## src/rtl/tod_calendar_conv.sv

```systemverilog
`timescale 1ns/1ps
// tod_calendar_conv: GPS week / second-of-week to IRIG-B BCD calendar fields and SBS.
// Optional macro TOD_CONV_SEC_COMP_EN: fields describe the second after the latched TOD.
module tod_calendar_conv #(
   parameter logic [15:0] BASE_WEEK = 16'd1930,
   parameter int          BASE_YEAR = 2017
) (
   input  logic        clk_125m,
   input  logic        rst_n,
   input  logic        din_vld,
   input  logic [15:0] tod_week,
   input  logic [23:0] tod_sec,
   input  logic [7:0]  leap,
   input  logic [6:0]  tz_qhr,
   output logic        busy,
   output logic        dout_vld,
   output logic        dout_err,
   output logic        ovr,
   output logic [7:0]  year_bcd,
   output logic [7:0]  month_bcd,
   output logic [7:0]  day_bcd,
   output logic [7:0]  hour_bcd,
   output logic [7:0]  min_bcd,
   output logic [7:0]  sec_bcd,
   output logic [11:0] doy_bcd,
   output logic [16:0] sbs
);

   typedef enum logic [3:0] {
      S_IDLE, S_ADJ, S_DIVD, S_HOUR, S_MIN, S_YEAR, S_MON, S_BCD, S_DONE
   } state_t;

   localparam logic [19:0] SEC_WEEK    = 20'd604800;
   localparam logic [19:0] SEC_DAY     = 20'd86400;
   localparam logic [19:0] SEC_HOUR    = 20'd3600;
   localparam logic [19:0] SEC_MIN     = 20'd60;
   localparam logic [11:0] BASE_YEAR_L = 12'(BASE_YEAR);
   localparam logic [11:0] MAX_YEAR    = 12'd2099;
   localparam logic [11:0] YEAR_OFS    = 12'd2000;
`ifdef TOD_CONV_SEC_COMP_EN
   localparam logic signed [20:0] SEC_COMP = 21'sd1;
`else
   localparam logic signed [20:0] SEC_COMP = 21'sd0;
`endif

   function automatic logic [4:0] mon_len(input logic [3:0] idx, input logic leap_yr);
      case (idx)
         4'd1:                      mon_len = leap_yr ? 5'd29 : 5'd28;
         4'd3, 4'd5, 4'd8, 4'd10:   mon_len = 5'd30;
         default:                   mon_len = 5'd31;
      endcase
   endfunction

   // One double-dabble step: add 3 to every digit >= 5, then shift in the next binary bit.
   function automatic logic [11:0] dd_step(input logic [11:0] bcd, input logic b);
      logic [11:0] t;
      t = bcd;
      for (int k = 0; k < 3; k++) begin
         if (t[4*k +: 4] >= 4'd5) t[4*k +: 4] = t[4*k +: 4] + 4'd3;
         else                     t[4*k +: 4] = t[4*k +: 4];
      end
      dd_step = {t[10:0], b};
   endfunction

   state_t      r_state, w_next;
   logic [15:0] r_week;
   logic [23:0] r_sec;
   logic [7:0]  r_leap;
   logic [6:0]  r_tz;
   logic        r_busy, r_err, r_dout_vld, r_dout_err, r_ovr;
   logic [19:0] r_s;
   logic [15:0] r_days;
   logic [4:0]  r_hour;
   logic [5:0]  r_min;
   logic [11:0] r_year;
   logic [8:0]  r_d, r_doy;
   logic [3:0]  r_mon;
   logic [16:0] r_sbs;
   logic [2:0]  r_bit_cnt;
   logic [7:0]  r_bin [0:6];
   logic [7:0]  r_bcd2 [0:5];
   logic [11:0] r_bcd_doy;
   logic [7:0]  r_year_bcd, r_month_bcd, r_day_bcd, r_hour_bcd, r_min_bcd, r_sec_bcd;
   logic [11:0] r_doy_bcd;
   logic [16:0] r_sbs_out;

   logic signed [20:0] w_tz_ext, w_tz_sec, w_s_raw;
   logic signed [17:0] w_week_adj, w_week_diff;
   logic [19:0]        w_s_adj;
   logic [15:0]        w_days_init;
   logic               w_adj_err, w_leap_yr;
   logic [8:0]         w_year_len;
   logic [4:0]         w_mon_len;

   assign w_tz_ext = {{14{r_tz[6]}}, r_tz};
   assign w_tz_sec = w_tz_ext * 21'sd900;
   assign w_s_raw  = $signed({1'b0, r_sec[19:0]}) + SEC_COMP + w_tz_sec - $signed({13'd0, r_leap});

   // Single week wrap of the adjusted second-of-week.
   always_comb begin
      w_s_adj    = w_s_raw[19:0];
      w_week_adj = $signed({2'b00, r_week});
      if (w_s_raw < 21'sd0) begin
         w_s_adj    = 20'(w_s_raw + 21'sd604800);
         w_week_adj = $signed({2'b00, r_week}) - 18'sd1;
      end else if (w_s_raw >= 21'sd604800) begin
         w_s_adj    = 20'(w_s_raw - 21'sd604800);
         w_week_adj = $signed({2'b00, r_week}) + 18'sd1;
      end else begin
         w_s_adj    = w_s_raw[19:0];
         w_week_adj = $signed({2'b00, r_week});
      end
   end

   // Weeks beyond 8191 past the base are far past 2099 and would overflow the day count.
   assign w_week_diff = w_week_adj - $signed({2'b00, BASE_WEEK});
   assign w_adj_err   = (r_sec >= {4'd0, SEC_WEEK}) || w_week_diff[17] || (w_week_diff[16:13] != 4'd0);
   assign w_days_init = {3'd0, w_week_diff[12:0]} * 16'd7;
   assign w_leap_yr   = (r_year[1:0] == 2'b00);
   assign w_year_len  = w_leap_yr ? 9'd366 : 9'd365;
   assign w_mon_len   = mon_len(r_mon, w_leap_yr);

   // State register
   always_ff @(posedge clk_125m or negedge rst_n) begin
      if (!rst_n) r_state <= S_IDLE;
      else        r_state <= w_next;
   end

   // Next-state logic
   always_comb begin
      w_next = r_state;
      case (r_state)
         S_IDLE: if (din_vld) w_next = S_ADJ; else w_next = S_IDLE;
         S_ADJ:  if (w_adj_err) w_next = S_DONE; else w_next = S_DIVD;
         S_DIVD: if (r_s >= SEC_DAY) w_next = S_DIVD; else w_next = S_HOUR;
         S_HOUR: if (r_s >= SEC_HOUR) w_next = S_HOUR; else w_next = S_MIN;
         S_MIN:  if (r_s >= SEC_MIN) w_next = S_MIN; else w_next = S_YEAR;
         S_YEAR: begin
            if (r_year > MAX_YEAR)                   w_next = S_DONE;
            else if (r_days >= {7'd0, w_year_len})   w_next = S_YEAR;
            else                                     w_next = S_MON;
         end
         S_MON:  if (r_d >= {4'd0, w_mon_len}) w_next = S_MON; else w_next = S_BCD;
         S_BCD:  if (r_bit_cnt == 3'd7) w_next = S_DONE; else w_next = S_BCD;
         S_DONE: w_next = S_IDLE;
         default: w_next = S_IDLE;
      endcase
   end

   // Datapath: input latch, iterative subtraction, BCD conversion and output registers
   always_ff @(posedge clk_125m or negedge rst_n) begin
      if (!rst_n) begin
         r_week <= 16'd0;  r_sec <= 24'd0;  r_leap <= 8'd0;  r_tz <= 7'd0;
         r_busy <= 1'b0;   r_err <= 1'b0;   r_dout_vld <= 1'b0;  r_dout_err <= 1'b0;  r_ovr <= 1'b0;
         r_s <= 20'd0;     r_days <= 16'd0; r_hour <= 5'd0;  r_min <= 6'd0;
         r_year <= 12'd0;  r_d <= 9'd0;     r_doy <= 9'd0;   r_mon <= 4'd0;
         r_sbs <= 17'd0;   r_bit_cnt <= 3'd0;
         for (int k = 0; k < 7; k++) r_bin[k] <= 8'd0;
         for (int k = 0; k < 6; k++) r_bcd2[k] <= 8'd0;
         r_bcd_doy <= 12'd0;
         r_year_bcd <= 8'd0; r_month_bcd <= 8'd0; r_day_bcd <= 8'd0;
         r_hour_bcd <= 8'd0; r_min_bcd <= 8'd0;   r_sec_bcd <= 8'd0;
         r_doy_bcd <= 12'd0; r_sbs_out <= 17'd0;
      end else begin
         r_dout_vld <= 1'b0;
         r_ovr      <= din_vld && r_busy;
         case (r_state)
            S_IDLE: begin
               if (din_vld) begin
                  r_week <= tod_week;  r_sec <= tod_sec;
                  r_leap <= leap;      r_tz  <= tz_qhr;
                  r_busy <= 1'b1;      r_err <= 1'b0;
               end
            end
            S_ADJ: begin
               r_err  <= w_adj_err;
               r_s    <= w_s_adj;
               r_days <= w_days_init;
               r_year <= BASE_YEAR_L;
               r_hour <= 5'd0;
               r_min  <= 6'd0;
               r_mon  <= 4'd0;
            end
            S_DIVD: begin
               if (r_s >= SEC_DAY) begin
                  r_s    <= r_s - SEC_DAY;
                  r_days <= r_days + 16'd1;
               end else begin
                  r_sbs  <= r_s[16:0];
               end
            end
            S_HOUR: begin
               if (r_s >= SEC_HOUR) begin
                  r_s    <= r_s - SEC_HOUR;
                  r_hour <= r_hour + 5'd1;
               end
            end
            S_MIN: begin
               if (r_s >= SEC_MIN) begin
                  r_s   <= r_s - SEC_MIN;
                  r_min <= r_min + 6'd1;
               end
            end
            S_YEAR: begin
               if (r_year > MAX_YEAR) begin
                  r_err <= 1'b1;
               end else if (r_days >= {7'd0, w_year_len}) begin
                  r_days <= r_days - {7'd0, w_year_len};
                  r_year <= r_year + 12'd1;
               end else begin
                  r_d   <= r_days[8:0];
                  r_doy <= r_days[8:0] + 9'd1;
               end
            end
            S_MON: begin
               if (r_d >= {4'd0, w_mon_len}) begin
                  r_d   <= r_d - {4'd0, w_mon_len};
                  r_mon <= r_mon + 4'd1;
               end else begin
                  // Day-of-year MSB is preloaded so nine bits fit in eight shift steps.
                  r_bin[0]  <= 8'(r_year - YEAR_OFS);
                  r_bin[1]  <= {4'd0, r_mon + 4'd1};
                  r_bin[2]  <= {3'd0, r_d[4:0] + 5'd1};
                  r_bin[3]  <= {3'd0, r_hour};
                  r_bin[4]  <= {2'd0, r_min};
                  r_bin[5]  <= {2'd0, r_s[5:0]};
                  r_bin[6]  <= r_doy[7:0];
                  for (int k = 0; k < 6; k++) r_bcd2[k] <= 8'd0;
                  r_bcd_doy <= {11'd0, r_doy[8]};
                  r_bit_cnt <= 3'd0;
               end
            end
            S_BCD: begin
               for (int k = 0; k < 6; k++) r_bcd2[k] <= 8'(dd_step({4'd0, r_bcd2[k]}, r_bin[k][7]));
               r_bcd_doy <= dd_step(r_bcd_doy, r_bin[6][7]);
               for (int k = 0; k < 7; k++) r_bin[k] <= {r_bin[k][6:0], 1'b0};
               r_bit_cnt <= r_bit_cnt + 3'd1;
            end
            S_DONE: begin
               r_busy     <= 1'b0;
               r_dout_vld <= 1'b1;
               r_dout_err <= r_err;
               if (!r_err) begin
                  r_year_bcd  <= r_bcd2[0];
                  r_month_bcd <= r_bcd2[1];
                  r_day_bcd   <= r_bcd2[2];
                  r_hour_bcd  <= r_bcd2[3];
                  r_min_bcd   <= r_bcd2[4];
                  r_sec_bcd   <= r_bcd2[5];
                  r_doy_bcd   <= r_bcd_doy;
                  r_sbs_out   <= r_sbs;
               end
            end
            default: r_busy <= 1'b0;
         endcase
      end
   end

   assign busy      = r_busy;
   assign dout_vld  = r_dout_vld;
   assign dout_err  = r_dout_err;
   assign ovr       = r_ovr;
   assign year_bcd  = r_year_bcd;
   assign month_bcd = r_month_bcd;
   assign day_bcd   = r_day_bcd;
   assign hour_bcd  = r_hour_bcd;
   assign min_bcd   = r_min_bcd;
   assign sec_bcd   = r_sec_bcd;
   assign doy_bcd   = r_doy_bcd;
   assign sbs       = r_sbs_out;

endmodule

```

## config.mk

```make
export PLATFORM = sky130hd
export DESIGN_NAME = tod_calendar_conv
export DESIGN_NICKNAME = d
export VERILOG_FILES = /design/src/rtl/tod_calendar_conv.sv
export SDC_FILE = /design/constraint.sdc
export NUM_CORES = 1
export LEC_CHECK = 0
export BUFFER_PORTS_ARGS = -buffer_cell sky130_fd_sc_hd__buf_4
export CAP_MARGIN = 20
export CORE_ASPECT_RATIO = 1.25
export CORE_UTILIZATION = 35
export DETAILED_ROUTE_END_ITERATION = 16
export GPL_ROUTABILITY_DRIVEN = 0
export MAX_ROUTING_LAYER = met4
export PLACE_DENSITY = 0.5
export SLEW_MARGIN = 20
export SYNTH_ARGS = -nofsm -noshare
export SYNTH_HDL_FRONTEND = slang
export SYNTH_SLANG_ARGS = --single-unit
```

## constraint.sdc

```tcl
create_clock -name clk_125m -period 12 [get_ports clk_125m]
set_clock_uncertainty 0.15 [all_clocks]
set_input_delay 0.6 -clock clk_125m [delete_from_list [all_inputs] [get_ports clk_125m]]
set_output_delay 0.6 -clock clk_125m [all_outputs]
set_load 0.01 [all_outputs]
```

==> reports/qor.csv <==
metric,value,unit
largest cells by area after synthesis,"dfrtp_1, ha_1, mux2_2, nand2_1, a21oi_1",
status,completed,
DP Wirelength,39500,µm
syn_area_per_cell,9.55,µm²
RR Endpoint,r_days[14]$_DFFE_PN0P_,
Post-synth EDFFs,0,
layout cells sized above 1,0.173,
ANT cells,0,
CTS Buf Count,41,
Worst path slowest cell,fa_1,
Synth cell types,94,
critical path's largest stage delay,0.54,ns
Max Fclk,91.5,MHz
Min-Delay Path Depth,2,
reg2reg setup slack,1.07,ns
die span in x,227,µm
critical path peak fanout,15,
CP dominant cell by count,o21ai_0,
Worst-Margin Slew,1.06,ns
DR WL/cell,17.2,µm
DR vias/cell,5.33,
root buffer cell,clkbuf_16,
Cell Rows,102,
Hold EP,r_sec[0]$_DFFE_PN0P_,
Crit path required time,12.28,ns
max-slew violation count,0,
"commonest non-fill, non-tap cells in the layout","dfrtp_1, nand2_1, buf_4",
Detail Route Antenna Nets,0,
"Design Area, Final",25400,µm²
"most common cell after layout, fill and taps aside",dfrtp_1,
YS warnings,0,
fin crit period,10.93,ns
Total Neg Setup Slack,0,ns
RSZ-0062 raised after global routing,no,
Syn Nets,2554,
Final Hold Fails,0,
CTS tree,built,
fillcell total,6225,
Worst-path clk slew,0.06,ns
Final Non-Filler Cells,3277,
number of synthesized register bits,358,
placed cells,3207,
gr ovfl total,0,
max cap viols,0,
largest net degree at the start of global routing,97,
Area Growth Syn to Fin,14.4,%
Crit. End Element,register,
Initial DRC Count,1050,
Clock Path Buffers,3,
Hold WC Path Type,primary input to register,
hold path start,tod_sec[0],
CP Launch Type,register,
area post-placement,24100,µm²
Initial Util,0.356,
GRT Total Usage,0.182,
Core ar.,62400,µm²
Levels on crit path,46,
post-synth top area cell,dfrtp_1,
via count,17477,
Post-Syn Instances,2327,
Total Wirelength,56200,µm
Port Buffers,138,
"Async S/R FF share, synth",1.00,
reg2reg start,r_tz[1]$_DFFE_PN0P_,
WP buf/inv,5,
vias in the first global route,17713,
setup repair bufs after CTS,0,
multi-input logic area,12200,µm²
Synth top area share,0.403,
Worst Path Arrival,11.21,ns
sequential share of the synthesized area,0.403,
I/O pin count,139,
CTS sink cnt,358,
DRT Pass-1 Iters,5,
fin crit share,0.911,
nets,2646,
Clock Latency Late Sink,0.59,ns
FF+latch area,8960,µm²
post-route DRC violation count,0,
Final setup viols,0,
Top Family by Delay on Critical Path,compound AO/OA/AOI/OAI gates,
Mapped Area,22200,µm²
total die area,64500,µm²
Main synth FF type,dfrtp_1,
cts repair resizes,0,
wire length of the first global-routing pass,92700,µm
htree depth,2,
initial antenna violation count,0,
Die Height,284,µm
relative slew slack,0.293,
Worst R2R Path Depth,46,
kind of critical path,register to register,
-- final cells by class --
class / count / area share
inverter: 161 / 0.0238
clock buffer: 60 / 0.0467
timing repair buffer: 164 / 0.0488
multi-input combinational: 1693 / 0.482
clock inverter: 9 / 0.00576
tap: 832 / 0.0409
sequential: 358 / 0.352
-- flip-flops by register name, indices dropped and copies added (netlist names), 8 cells and up --
name / count
r_days: 16
sbs: 17
r_leap: 8
hour_bcd: 8
min_bcd: 8
r_doy: 9
r_d: 9
r_s: 20
r_week: 16
r_year: 12
sec_bcd: 8
r_bcd2: 48
r_sec: 24
day_bcd: 8
year_bcd: 8
doy_bcd: 12
month_bcd: 8
r_sbs: 17
r_bcd_doy: 12
r_bin: 56
-- worst max path at each step --
stage	slack, ns	to	from
floorplan	2.06	r_days[15]$_DFFE_PN0P_	r_tz[4]$_DFFE_PN0P_
global placement	1.28	r_days[14]$_DFFE_PN0P_	r_tz[1]$_DFFE_PN0P_
detailed placement	1.04	r_days[14]$_DFFE_PN0P_	r_tz[1]$_DFFE_PN0P_
CTS	0.99	r_days[14]$_DFFE_PN0P_	r_tz[1]$_DFFE_PN0P_
global route	0.10	r_days[14]$_DFFE_PN0P_	r_tz[1]$_DFFE_PN0P_
finish	1.07	r_days[14]$_DFFE_PN0P_	r_tz[1]$_DFFE_PN0P_
-- through the flow --
step	utilization	hold WS (ns)	setup slack [ns]
6_report	0.407	0.101	1.07
2_1_floorplan	-	0.154	2.06
4_1_cts	0.407	0.0677	0.992
3_5_place_dp	0.386	0.313	1.04
3_3_place_gp	0.386	0.309	1.28
5_1_grt	0.407	0.0665	0.102
-- per-layer routing --
metal / part of all wire / global-route usage / up-vias
met2: 0.51 / 0.320 / 318
li1: - / - / 8490
met4: 0.035 / 0.0649 / 0
met1: 0.42 / 0.209 / 8561
met5: 0 / - / -
met3: 0.033 / 0.0247 / 108
-- cells in the mapped netlist (14+ instances only) --
| cell type | count |
|---|---|
| a22oi_1 | 33 |
| nor3_1 | 22 |
| a21o_1 | 25 |
| dfrtp_1 | 358 |
| and3_1 | 28 |
| a21oi_1 | 158 |
| fa_1 | 20 |
| buf_1 | 16 |
| mux2_2 | 154 |
| xnor2_1 | 76 |
| inv_1 | 161 |
| o31ai_1 | 26 |
| clkbuf_1 | 94 |
| o21ai_0 | 157 |
| o22ai_1 | 21 |
| xor2_1 | 45 |
| nor4_1 | 14 |
| nand2b_1 | 26 |
| nand4_1 | 16 |
| a31oi_1 | 16 |
| nand2_1 | 221 |
| nor2_1 | 150 |
| nand3_1 | 82 |
| a32o_1 | 15 |
| ha_1 | 149 |
| a221o_1 | 14 |
-- kinds of logic (layout without fill, tap and decap cells) --
kind of cell    count (synthesis)  count (layout)  synth area share
buf+inv                       276             394            0.0472
compound gates                610             610             0.184
simple gates                  628             628             0.133
flops                         358             358             0.403
fa+ha+maj                     169             169             0.102
mux                           162             162            0.0817
xor+xnor                      124             124            0.0499
-- timing repair --
action | CTS | global route
hold buffers | 1 | 0
endpoints found under the hold margin | 87 | 0
setup endpoints to repair | 0 | 0
Power is not shown: default switching activity piles up to over one toggle a cycle in this logic, so the estimate is an artifact.
